==> src/rtl/wrap_mon_pkg.sv <==
// Shared types and default sizes for the wrap event monitor.
package wrap_mon_pkg;

    typedef enum logic [1:0] {
        StIdle  = 2'd0,
        StTrack = 2'd1,
        StAlert = 2'd2
    } wrap_state_e;

    localparam int unsigned DEFAULT_WIDTH  = 8;
    localparam int unsigned DEFAULT_WRAP_W = 16;
    localparam int unsigned TS_W           = 32;

endpackage

==> src/rtl/wrap_detect.sv <==
// Holds the previous count sample and flags a wrap when a new valid sample drops below it.
module wrap_detect #(
    parameter int unsigned WIDTH = 8
) (
    input  logic             clk,
    input  logic             rst_n,
    input  logic             clr,
    input  logic [WIDTH-1:0] count_in,
    input  logic             count_valid,
    input  logic             armed,
    output logic             wrap
);

    logic [WIDTH-1:0] prev_q;

    // A discarded (cleared) sample must not become the comparison baseline.
    assign wrap = count_valid && armed && !clr && (count_in < prev_q);

    always_ff @(posedge clk or negedge rst_n) begin
        if (!rst_n) begin
            prev_q <= '0;
        end else if (count_valid && !clr) begin
            prev_q <= count_in;
        end
    end

endmodule

==> src/rtl/wrap_event_monitor.sv <==
// Counts wraps of an upstream counter and raises a sticky threshold interrupt.
// Define WRAP_MON_TIMESTAMP_EN to add a cycle counter and the last_wrap_ts capture port.
module wrap_event_monitor
    import wrap_mon_pkg::*;
#(
    parameter int unsigned WIDTH  = DEFAULT_WIDTH,
    parameter int unsigned WRAP_W = DEFAULT_WRAP_W
) (
    input  logic              clk,
    input  logic              rst_n,
    input  logic [WIDTH-1:0]  count_in,
    input  logic              count_valid,
    input  logic [WRAP_W-1:0] thresh,
    input  logic              clr,
    input  logic              irq_ack,
    output logic              wrap_pulse,
    output logic [WRAP_W-1:0] wrap_cnt,
    output logic              irq,
`ifdef WRAP_MON_TIMESTAMP_EN
    output logic [TS_W-1:0]   last_wrap_ts,
`endif
    output logic [1:0]        state
);

    localparam logic [WRAP_W-1:0] CntMax = '1;

    wrap_state_e       state_q;
    logic              armed;
    logic              wrap;
    logic              cnt_sat;
    logic [WRAP_W-1:0] cnt_inc;
    logic              crossing;

    assign state    = state_q;
    assign armed    = (state_q == StTrack) || (state_q == StAlert);
    assign cnt_sat  = (wrap_cnt == CntMax);
    assign cnt_inc  = wrap_cnt + WRAP_W'(1);
    // Only a real increment can cross; a saturated counter never re-fires the interrupt.
    assign crossing = wrap && !cnt_sat && (thresh != '0) && (cnt_inc == thresh);

    wrap_detect #(
        .WIDTH(WIDTH)
    ) u_detect (
        .clk        (clk),
        .rst_n      (rst_n),
        .clr        (clr),
        .count_in   (count_in),
        .count_valid(count_valid),
        .armed      (armed),
        .wrap       (wrap)
    );

    always_ff @(posedge clk or negedge rst_n) begin
        if (!rst_n) begin
            state_q    <= StIdle;
            wrap_cnt   <= '0;
            wrap_pulse <= 1'b0;
            irq        <= 1'b0;
        end else if (clr) begin
            state_q    <= StIdle;
            wrap_cnt   <= '0;
            wrap_pulse <= 1'b0;
            irq        <= 1'b0;
        end else begin
            wrap_pulse <= wrap;
            if (wrap && !cnt_sat) begin
                wrap_cnt <= cnt_inc;
            end
            unique case (state_q)
                StIdle: begin
                    if (count_valid) begin
                        state_q <= StTrack;
                    end
                end
                StTrack: begin
                    if (crossing) begin
                        state_q <= StAlert;
                        irq     <= 1'b1;
                    end
                end
                StAlert: begin
                    if (!crossing && irq_ack) begin
                        state_q <= StTrack;
                        irq     <= 1'b0;
                    end
                end
                default: begin
                    state_q <= StIdle;
                    irq     <= 1'b0;
                end
            endcase
        end
    end

`ifdef WRAP_MON_TIMESTAMP_EN
    logic [TS_W-1:0] cycle_q;

    // The cycle counter is free-running; clr only zeroes the captured stamp.
    always_ff @(posedge clk or negedge rst_n) begin
        if (!rst_n) begin
            cycle_q      <= '0;
            last_wrap_ts <= '0;
        end else begin
            cycle_q <= cycle_q + TS_W'(1);
            if (clr) begin
                last_wrap_ts <= '0;
            end else if (wrap) begin
                last_wrap_ts <= cycle_q;
            end
        end
    end
`endif

endmodule
==> config.mk <==
export PLATFORM = sky130hd
export DESIGN_NAME = wrap_event_monitor
export DESIGN_NICKNAME = d
export VERILOG_FILES = /design/src/rtl/wrap_mon_pkg.sv /design/src/rtl/wrap_detect.sv /design/src/rtl/wrap_event_monitor.sv
export SDC_FILE = /design/constraint.sdc
export NUM_CORES = 1
export LEC_CHECK = 0
export CAP_MARGIN = 40
export CORE_UTILIZATION = 24
export DETAILED_ROUTE_END_ITERATION = 8
export GPL_TIMING_DRIVEN = 0
export PLACE_DENSITY_LB_ADDON = 0.25
export RECOVER_POWER = 50
export SYNTH_ARGS = -nofsm -noshare
export SYNTH_HDL_FRONTEND = slang
export SYNTH_SLANG_ARGS = --single-unit
==> constraint.sdc <==
create_clock -name clk -period 2.85 [get_ports clk]
set_input_delay 0.4275 -clock clk [delete_from_list [all_inputs] [get_ports clk]]
set_output_delay 0.4275 -clock clk [all_outputs]
set_load 0.005 [all_outputs]
-- Word level (Yosys, flattened, before mapping)
Cells that the tools add are included.
- bits in registers: 28
- bits of input ports: 29
- output and inout port bits: 20
- logic and storage cells: 44
- $add $sub $neg: 1
- order comparisons: 1
- equality and inequality tests: 8
- muxes and demuxes: 12
- reductions and logical operators: 17
- operator list (cell ; number):
    two-way mux 16 bit ; 2
    adder 16 x 1 -> 16 bit, second input constant ; 1
    == test 16 bit ; 1
    == test 16 bit, second input constant ; 1
    nonzero test 16 bit ; 1
    logical AND 1 bit ; 8
    < comparator 8 bit ; 1
    two-way mux 2 bit ; 4
    inequality test 3 bit, second input constant ; 2
    case mux 2 bit (3 select lines) ; 1
    AND reduction 3 bit ; 2
    two-way mux 1 bit ; 4
    logical NOT 1 bit ; 3
    inequality test 3 x 2 -> 1 bit, second input constant ; 1
    case mux 1 bit (3 select lines) ; 1
    == test 2 x 1 -> 1 bit, second input constant ; 1
    == test 2 bit, second input constant ; 1
    logical NOT 2 bit ; 1
    inequality test 2 bit, second input constant ; 1
    nonzero test 2 bit ; 1
    logical OR 1 bit ; 1

-- Depth between registers and ports, before layout
Gate-level depths: netlist of the first run.
- word-level depth: 13
- gate-level depth with buffers: 10
- gate-level depth less buffers: 10

-- By module
From an unflattened synthesis of the first run, not the netlist that was laid out.
- cell total of the unflattened synthesis: 229
- area, all modules: 2024.4 um^2
- by module, submodules not included (module ; instances ; cells an instance ; area each (um^2) ; seq. area each (um^2)):
    wrap_event_monitor ; 1 ; 177 ; 1512.7 ; 500.5
    wrap_detect ; 1 ; 52 ; 511.7 ; 200.2

-- Least setup slack after synthesis of the first run
Ideal clock, no wire load.
- path type: reg-to-reg
- start point: reg wrap_cnt[0]
- end point: reg state_q[0], in the netlist state[0]
- library setup time: 0.104 ns
- arrival: 2.448 ns
- data required time: 2.746 ns
- slack: 0.298 ns
- stages on the path, launching flop included: 11
- buffers on the path: 1
- period minus slack after synthesis: 2.552 ns
- path through: dfrtp_1 -> ha_1 -> clkbuf_2 -> nand3_4 -> or4_4 -> xnor2_2 -> nor4_1 -> and4b_4 -> nand2_1 -> a311o_1 -> o311ai_1
- word-level cells in the longest chain between the ends: 9
- elaborated cells on any way between the ends: 12
- classes of those cells: add/sub (1); eq/ne (4); reduce/logical (7)
- RTL lines (what ; RTL line ; text):
    start: declaration ; wrap_event_monitor.sv:17 ; output logic [WRAP_W-1:0] wrap_cnt,
    start signal: assignment ; wrap_event_monitor.sv:67 ; wrap_cnt <= cnt_inc;
    parallel branches: the longest is 4 deep, another holds adder 16 x 1 -> 16 bit ; -- ;
    logical AND 1 bit (*) ; wrap_event_monitor.sv:39 ; assign crossing = wrap && !cnt_sat && (thresh != '0) && (cnt_inc == thresh);
    logical NOT 1 bit ; wrap_event_monitor.sv:82 ; if (!crossing && irq_ack) begin
    logical AND 1 bit ; wrap_event_monitor.sv:82 ;
    inequality test 3 x 2 -> 1 bit (no line) ; -- ;
    AND reduction 3 bit (no line) (*) ; -- ;
    end signal: assignment ; wrap_event_monitor.sv:77 ; state_q <= StAlert;
    end signal: assignment ; wrap_event_monitor.sv:83 ; state_q <= StTrack;
    end signal: assignment ; wrap_event_monitor.sv:88 ; state_q <= StIdle;
    end: declaration ; wrap_event_monitor.sv:27 ; wrap_state_e state_q;
Mark *: on every way between the ends.
A chain may end at the register's enable or synchronous reset.

-- Worst setup path in the final report of the first run
- start point: reg wrap_cnt[1]
- end point: reg state_q[0], in the netlist state[0]
Same word-level chain as after synthesis.

==> run metrics, run 1 <==
Yosys cell types 54; ys async rst share 100%; Switching Share 31.2%; Worst R2R Start wrap_cnt[1]$_DFFE_PN0P_; max-slew violations 29; max frequency 0.368 GHz; root buf cell clkbuf_8; I/O pin count 49; Yosys top cell area share 31.9%; final hold vios 0; Critical-path top delay cell or4_4; crit path DAT 2.90 ns; failing checks design-rule violations, max-capacitance violations, max-slew violations; register area share after synthesis 31.9%; wire per inst 15.2 µm; ant diodes 0; status finished, violations left; min cycle time layout 2.72 ns; largest net degree at the start of global routing 29; Port Buf Inserts 48; Starting Density 24.9%; Setup Crit Path Kind flip-flop to flip-flop; routed via count 2127; Final Worst Setup Slack 0.132 ns; FP Rows 34; gr ovfl total 0; First-pass DRT Iterations 6; Min-Delay Path Class flip-flop to flip-flop; Setup crit end state[0]$_DFFE_PN0P_; DP Worst Slack -0.401 ns; GP Congestion 0.842; antenna violations before repair 0; clk sink count 28; largest area contributor in the netlist dfrtp_1; drc violations 8; relative slew slack -11.4%; R2R setup slack 0.13 ns; ys flop type dfrtp_1; Post-synth EDFFs 0; Area Growth Syn to Fin 33.1%; VDD IR-drop max 181 µV; worst-path fanout max 8; worst setup path start wrap_cnt[1]$_DFFE_PN0P_; die width 97.6 µm; CTS tree built; setup violators final 0; Iter 0 DRT Violations 138; core footprint 8810 µm²; H-tree levels 1; worst slew pin tran 1.67 ns; DIE AREA 9530 µm²; internal power 0.689 mW; gr usage total 13.8%; synthesized area 2190 µm²; vias in the first global route 2087; type of origin of the critical path flip-flop; quantity of hold-fixing buffers added after cts 0; power share of the combinational group 30.0%; final wirelength 6360 µm; net count reported at finish 352; Clock transition at path regs 0.10 ns; Worst Reg-to-Reg Cells 10; first-pass GRT wire length 10600 µm; Clock power frac 25.7%; share of cells above drive strength 1 13.2%; Die Ht 97.6 µm; Power Density 343 nW/µm²; Worst Skew 0.00338 ns; max-cap violations 1; Mean Syn Cell Area 8.61 µm²; Final HPWL DP 4750 µm; part of the power in registers 44.3%; fin crit share 95.4%; Max Buffers Root-to-Sink 2; Synthesized Nets 295; critical-path cell list ha_1 > clkbuf_4 > nand3_4 > or4_4 > xnor2_2 > nor4_1 > and4b_4 > nand2_1 > a311o_1 > o311ai_1; P_sw 0.313 mW; max incr delay on CP 0.54 ns; Yosys warning count 0; WP data required 3.03 ns; CP Capture Type flip-flop; Mapped Cells 255; worst skew pair latency 0.28 ns; Area contributors post-synth dfrtp_1, o21ai_0, ha_1; reg2reg end state[0]$_DFFE_PN0P_; TritonCTS Buffers 3; Seq cells post-synth 28; Detail Route Antenna Nets 0; DR vias/cell 5.08; worst hold slack 0.512 ns; P_leak 1.17 nW
[registers in the layout (all words and copies together) (netlist names)]
| register | count |
|---|---|
| wrap_pulse | 1 |
| wrap_cnt | 16 |
| irq | 1 |
| state | 2 |
| u_detect.prev_q | 8 |
[metal layers]
layer / GRT usage [%] / wire (µm) / part of all wire, %
met5: 0 / 0 / 0
met3: 2.73 / 263 / 4.1
met2: 23.2 / 2910 / 46
met4: 1.86 / 32 / 0.50
met1: 18.5 / 3150 / 50
[area by class of cell]
type,instances,area (µm²)
fill,922,5880
timing repair buffer,52,504
buffer,13,81.3
tap,108,135
clock buffer,4,55.1
multi-input combinational,201,1390
sequential,28,703
inverter,13,48.8
[metrics by stage]
step                util, %  total power [mW]  setup TNS [ns]  std cells  instance area (µm²)
floorplan                 -             0.610               0        255                 2190
global placement       31.9             0.733           -4.40        411                 2810
detailed placement     31.9             0.735           -4.87        411                 2810
CTS                    32.5              1.00               0        415                 2870
global route           33.2              1.07         -0.0192        419                 2920
finish                 33.2              1.00               0        419                 2920
[logic make-up after synthesis]
| kind of cell | after synthesis | synth area share (%) |
|---|---|---|
| and+or+nand+nor | 98 | 25.5 |
| AOI/OAI and AO/OA | 69 | 21.0 |
| DFF | 28 | 31.9 |
| buffers and inverters | 26 | 5.64 |
| xor gates and xnor gates | 22 | 9.12 |
| adders and majority gates | 11 | 6.27 |
| muxes | 1 | 0.513 |
[worst min path at each step]
stage	from	end	slack (ns)	depth (start not counted)
after floorplan	rst_n	irq$_DFFE_PN0P_	0.13	0
after global placement	u_detect.prev_q[0]$_DFFE_PN0P_	u_detect.prev_q[0]$_DFFE_PN0P_	0.48	1
after detailed placement	u_detect.prev_q[0]$_DFFE_PN0P_	u_detect.prev_q[0]$_DFFE_PN0P_	0.49	1
after CTS	rst_n	irq$_DFFE_PN0P_	0.21	1
after global routing	u_detect.prev_q[0]$_DFFE_PN0P_	u_detect.prev_q[0]$_DFFE_PN0P_	0.52	1
final	u_detect.prev_q[0]$_DFFE_PN0P_	u_detect.prev_q[0]$_DFFE_PN0P_	0.51	1
[power by group through the flow]
| stage | Combinational (mW) | Clock (mW) | Sequential (mW) |
|---|---|---|---|
| final | 0.301 | 0.258 | 0.444 |
| after global routing | 0.342 | 0.284 | 0.447 |
| after CTS | 0.282 | 0.272 | 0.448 |
| after detailed placement | 0.280 | 0 | 0.455 |
| after global placement | 0.278 | 0 | 0.455 |
| after floorplan | 0.162 | 0 | 0.448 |
[worst max-delay path, delay by kind of cell (launching register included)]
| kind | cells | cell delay [ns] |
|---|---|---|
| adder cells (fa/ha/maj) | 1 | 0.16 |
| XOR/XNOR | 1 | 0.17 |
| flip-flops | 1 | 0.43 |
| AND/OR/NAND/NOR | 5 | 1.27 |
| AO/OA/AOI/OAI | 2 | 0.41 |
| buffers and inverters | 1 | 0.19 |
[layout by cell type (no fill, tap or decap), types with 3 or more instances in the layout]
cell             instances
buf_4                    8
nand4_1                  7
and3_1                   4
buf_2                    3
nand3_1                 12
o41ai_1                  3
o31ai_1                  7
nor3_1                   4
inv_1                   13
a21oi_1                  9
clkbuf_1                 3
nand2_1                 22
nand2b_1                 3
clkdlybuf4s50_1         40
ha_1                    11
dlygate4sd3_1            7
nor2_1                  16
nor2b_1                  4
nor4_1                   5
dfrtp_1                 26
xnor2_1                 12
clkbuf_8                 4
o21ai_0                 30
xor2_1                   9
[synthesized netlist by cell type (2+ instances only)]
| cell type | count |
|---|---|
| a211oi_1 | 2 |
| a21oi_1 | 10 |
| and3_1 | 4 |
| and4_1 | 2 |
| buf_2 | 2 |
| buf_4 | 4 |
| clkbuf_1 | 5 |
| dfrtp_1 | 28 |
| ha_1 | 11 |
| inv_1 | 13 |
| nand2_1 | 23 |
| nand2b_1 | 3 |
| nand3_1 | 12 |
| nand3_4 | 2 |
| nand3b_1 | 2 |
| nand4_1 | 7 |
| nor2_1 | 16 |
| nor2_2 | 2 |
| nor2b_1 | 4 |
| nor3_1 | 5 |
| nor4_1 | 5 |
| o2111ai_1 | 2 |
| o21ai_0 | 30 |
| o22ai_1 | 2 |
| o31ai_1 | 7 |
| o41ai_1 | 3 |
| or2b_1 | 2 |
| or3_2 | 2 |
| xnor2_1 | 12 |
| xor2_1 | 9 |
[repair_timing]
action,4_1_cts,5_1_grt
endpoints found under the setup margin,14,15
pin swaps,0,1
resized for setup,3,12
hold endpoints to repair,0,0
gates cloned,0,0
buffers inserted,0,4
(Power assumes the default switching activity.)
==> run 2: changes to the inputs <==
ABC_CLOCK_PERIOD_IN_PS = 2850   (was not set)
==> results of run 2 <==
No change in the layout: final DEF, timing and power equal those of run 1.
==> run 3: changes to the inputs <==
CORE_MARGIN = 2   (was not set)
SLEW_MARGIN = 10   (was not set)
==> run metrics, run 3 (same netlist as run 1, synthesis figures left out) <==
Finished Cell Area 2950 µm² (was 2920 µm²); Starting Density 24.9% (unchanged); final wirelength 6210 µm (was 6360 µm); Worst Skew 0.00671 ns (was 0.00338 ns); First-pass DRT Iterations 4 (was 6); Post-Place Cells 411 (unchanged); crit path DAT 2.84 ns (was 2.90 ns); worst slew pin tran 1.67 ns (about the same); root buf cell clkbuf_8 (unchanged); H-tree levels 1 (unchanged); CP Capture Type flip-flop (unchanged); FP Rows 34 (unchanged); routed via count 2100 (was 2127); max frequency 0.375 GHz (was 0.368 GHz); type of origin of the critical path flip-flop (unchanged); net count reported at finish 352 (unchanged); CTS tree built (unchanged); I/O pin count 49 (unchanged); max reg flops 16 (unchanged); gr ovfl total 0 (unchanged); final core utilization 33.5% (was 33.2%); quantity of hold-fixing buffers added after cts 0 (unchanged); min cycle time layout 2.67 ns (was 2.72 ns); Iter 0 DRT Violations 88 (was 138); die width 99.6 µm (was 97.6 µm); VDD IR-drop max 188 µV (was 181 µV); core footprint 8810 µm² (unchanged); Max Buffers Root-to-Sink 2 (unchanged); max-slew violations 29 (unchanged); WP data required 3.02 ns (was 3.03 ns); max incr delay on CP 0.53 ns (was 0.54 ns); Die Ht 99.6 µm (was 97.6 µm); DR vias/cell 5.01 (was 5.08); RSZ-0062 raised after global routing no; ant diodes 0 (unchanged); Power Density 360 nW/µm² (was 343 nW/µm²); gr usage total 13.1% (was 13.8%); status finished, violations left (unchanged); clk sink count 28 (unchanged); commonest cells after routing, fill and taps aside clkdlybuf4s50_1, o21ai_0, dfrtp_1 (unchanged); commonest non-fill, non-tap cell in the layout clkdlybuf4s50_1 (unchanged); drc violations 0 (was 8); DIE AREA 9930 µm² (was 9530 µm²); largest net degree at the start of global routing 29 (unchanged); relative slew slack -11.1% (was -11.4%); Non-Filler Instances 419 (unchanged); vias in the first global route 2115 (was 2087); final hold vios 0 (unchanged); Crit path max-delay family simple AND/OR/NAND/NOR gates (unchanged); Placement Cell Area 2810 µm² (unchanged); setup violators final 0 (unchanged); Port Buf Inserts 48 (unchanged); Min-Delay Path Class flip-flop to flip-flop (unchanged); antenna violations before repair 0 (unchanged); max-cap violations 1 (unchanged); Detail Route Antenna Nets 0 (unchanged); wire per inst 14.8 µm (was 15.2 µm); Final HPWL DP 4680 µm (was 4750 µm); CP Buf/Inv Count 1 (unchanged); share of cells above drive strength 1 13.5% (was 13.2%); fin crit share 93.7% (was 95.4%); Setup Crit Path Kind flip-flop to flip-flop (unchanged); Area Growth Syn to Fin 34.4% (was 33.1%); Biggest register wrap_cnt (unchanged); TritonCTS Buffers 3 (unchanged); critical-path cell list ha_1 > clkbuf_4 > nand3_4 > or4_4 > xnor2_2 > nor4_2 > and4b_4 > nand2_1 > a311o_1 > o311ai_1 (was ha_1 > clkbuf_4 > nand3_4 > or4_4 > xnor2_2 > nor4_1 > and4b_4 > nand2_1 > a311o_1 > o311ai_1); worst-path fanout max 8 (unchanged); first-pass GRT wire length 10500 µm (was 10600 µm); P_leak 1.18 nW (was 1.17 nW); GP Congestion 0.840 (was 0.842); failing checks max-capacitance violations, max-slew violations (was design-rule violations, max-capacitance violations, max-slew violations); Critical-path top delay cell or4_4 (unchanged); worst skew pair latency 0.28 ns (about the same); Clock transition at path regs 0.11 ns (was 0.10 ns)
==> run 3: worst paths after layout <==
check,startpoint,end,slack [ns],cells past startpoint
worst max-delay path,wrap_cnt[0]$_DFFE_PN0P_,state[0]$_DFFE_PN0P_,0.18,10
worst min-delay path,u_detect.prev_q[0]$_DFFE_PN0P_,u_detect.prev_q[0]$_DFFE_PN0P_,0.51,1
worst max register to register,wrap_cnt[0]$_DFFE_PN0P_,state[0]$_DFFE_PN0P_,0.18,10
worst min register to register,u_detect.prev_q[0]$_DFFE_PN0P_,u_detect.prev_q[0]$_DFFE_PN0P_,0.51,1
max in group asynchronous,rst_n,wrap_cnt[1]$_DFFE_PN0P_,1.21,1
min in group asynchronous,rst_n,irq$_DFFE_PN0P_,0.56,1
==> run 3: what timing repair did <==
action / CTS / global route
cloned: 0 / 0
endpoints found under the setup margin: 13 / 15
gates resized for setup: 3 / 13
pin swaps: 0 / 2
buffers inserted: 0 / 4
==> run 3: where the power goes <==
group	switching, mW	internal [mW]	total [mW]
Sequential	0.0212	0.422	0.443
Combinational	0.156	0.140	0.295
Clock	0.136	0.188	0.324
Total	0.313	0.750	1.06
==> run 3: layout make-up <==
cell class              count  area [µm²]
fillers                   898        5860
multi-input cells         201        1410
flip-flops and latches     28         703
repair buffers             52         504
well taps                 108         135
plain buffers              13        81.3
inverters                  13        48.8
clock buffers               3        41.3
clock inverters             1        30.0
==> run 3: routing by layer <==
metal,global-route usage (%),part of all wire [%],vias up
met4,2.42,0.27,0
met2,20.9,45,47
met5,0,0,-
met1,18.9,50,1001
li1,-,-,1050
met3,2.04,4.6,2
==> run 3: worst register-to-register path: cells and delay by family (launching register included) <==
family / cells / cell delay (ns)
flops: 1 / 0.41
compound gates: 2 / 0.41
buf+inv: 1 / 0.18
simple gates: 5 / 1.23
fa+ha+maj: 1 / 0.14
xor+xnor: 1 / 0.18
==> run 3: per-stage QoR <==
step	setup WS, ns	setup TNS (ns)	total power [mW]	hold WS (ns)
after floorplan	0.298	0	0.610	0.132
after global placement	-0.353	-4.21	0.732	0.483
after detailed placement	-0.400	-4.97	0.735	0.488
after CTS	-0.00998	-0.00998	1.07	0.203
after global routing	0.0219	0	1.14	0.526
final	0.181	0	1.06	0.511
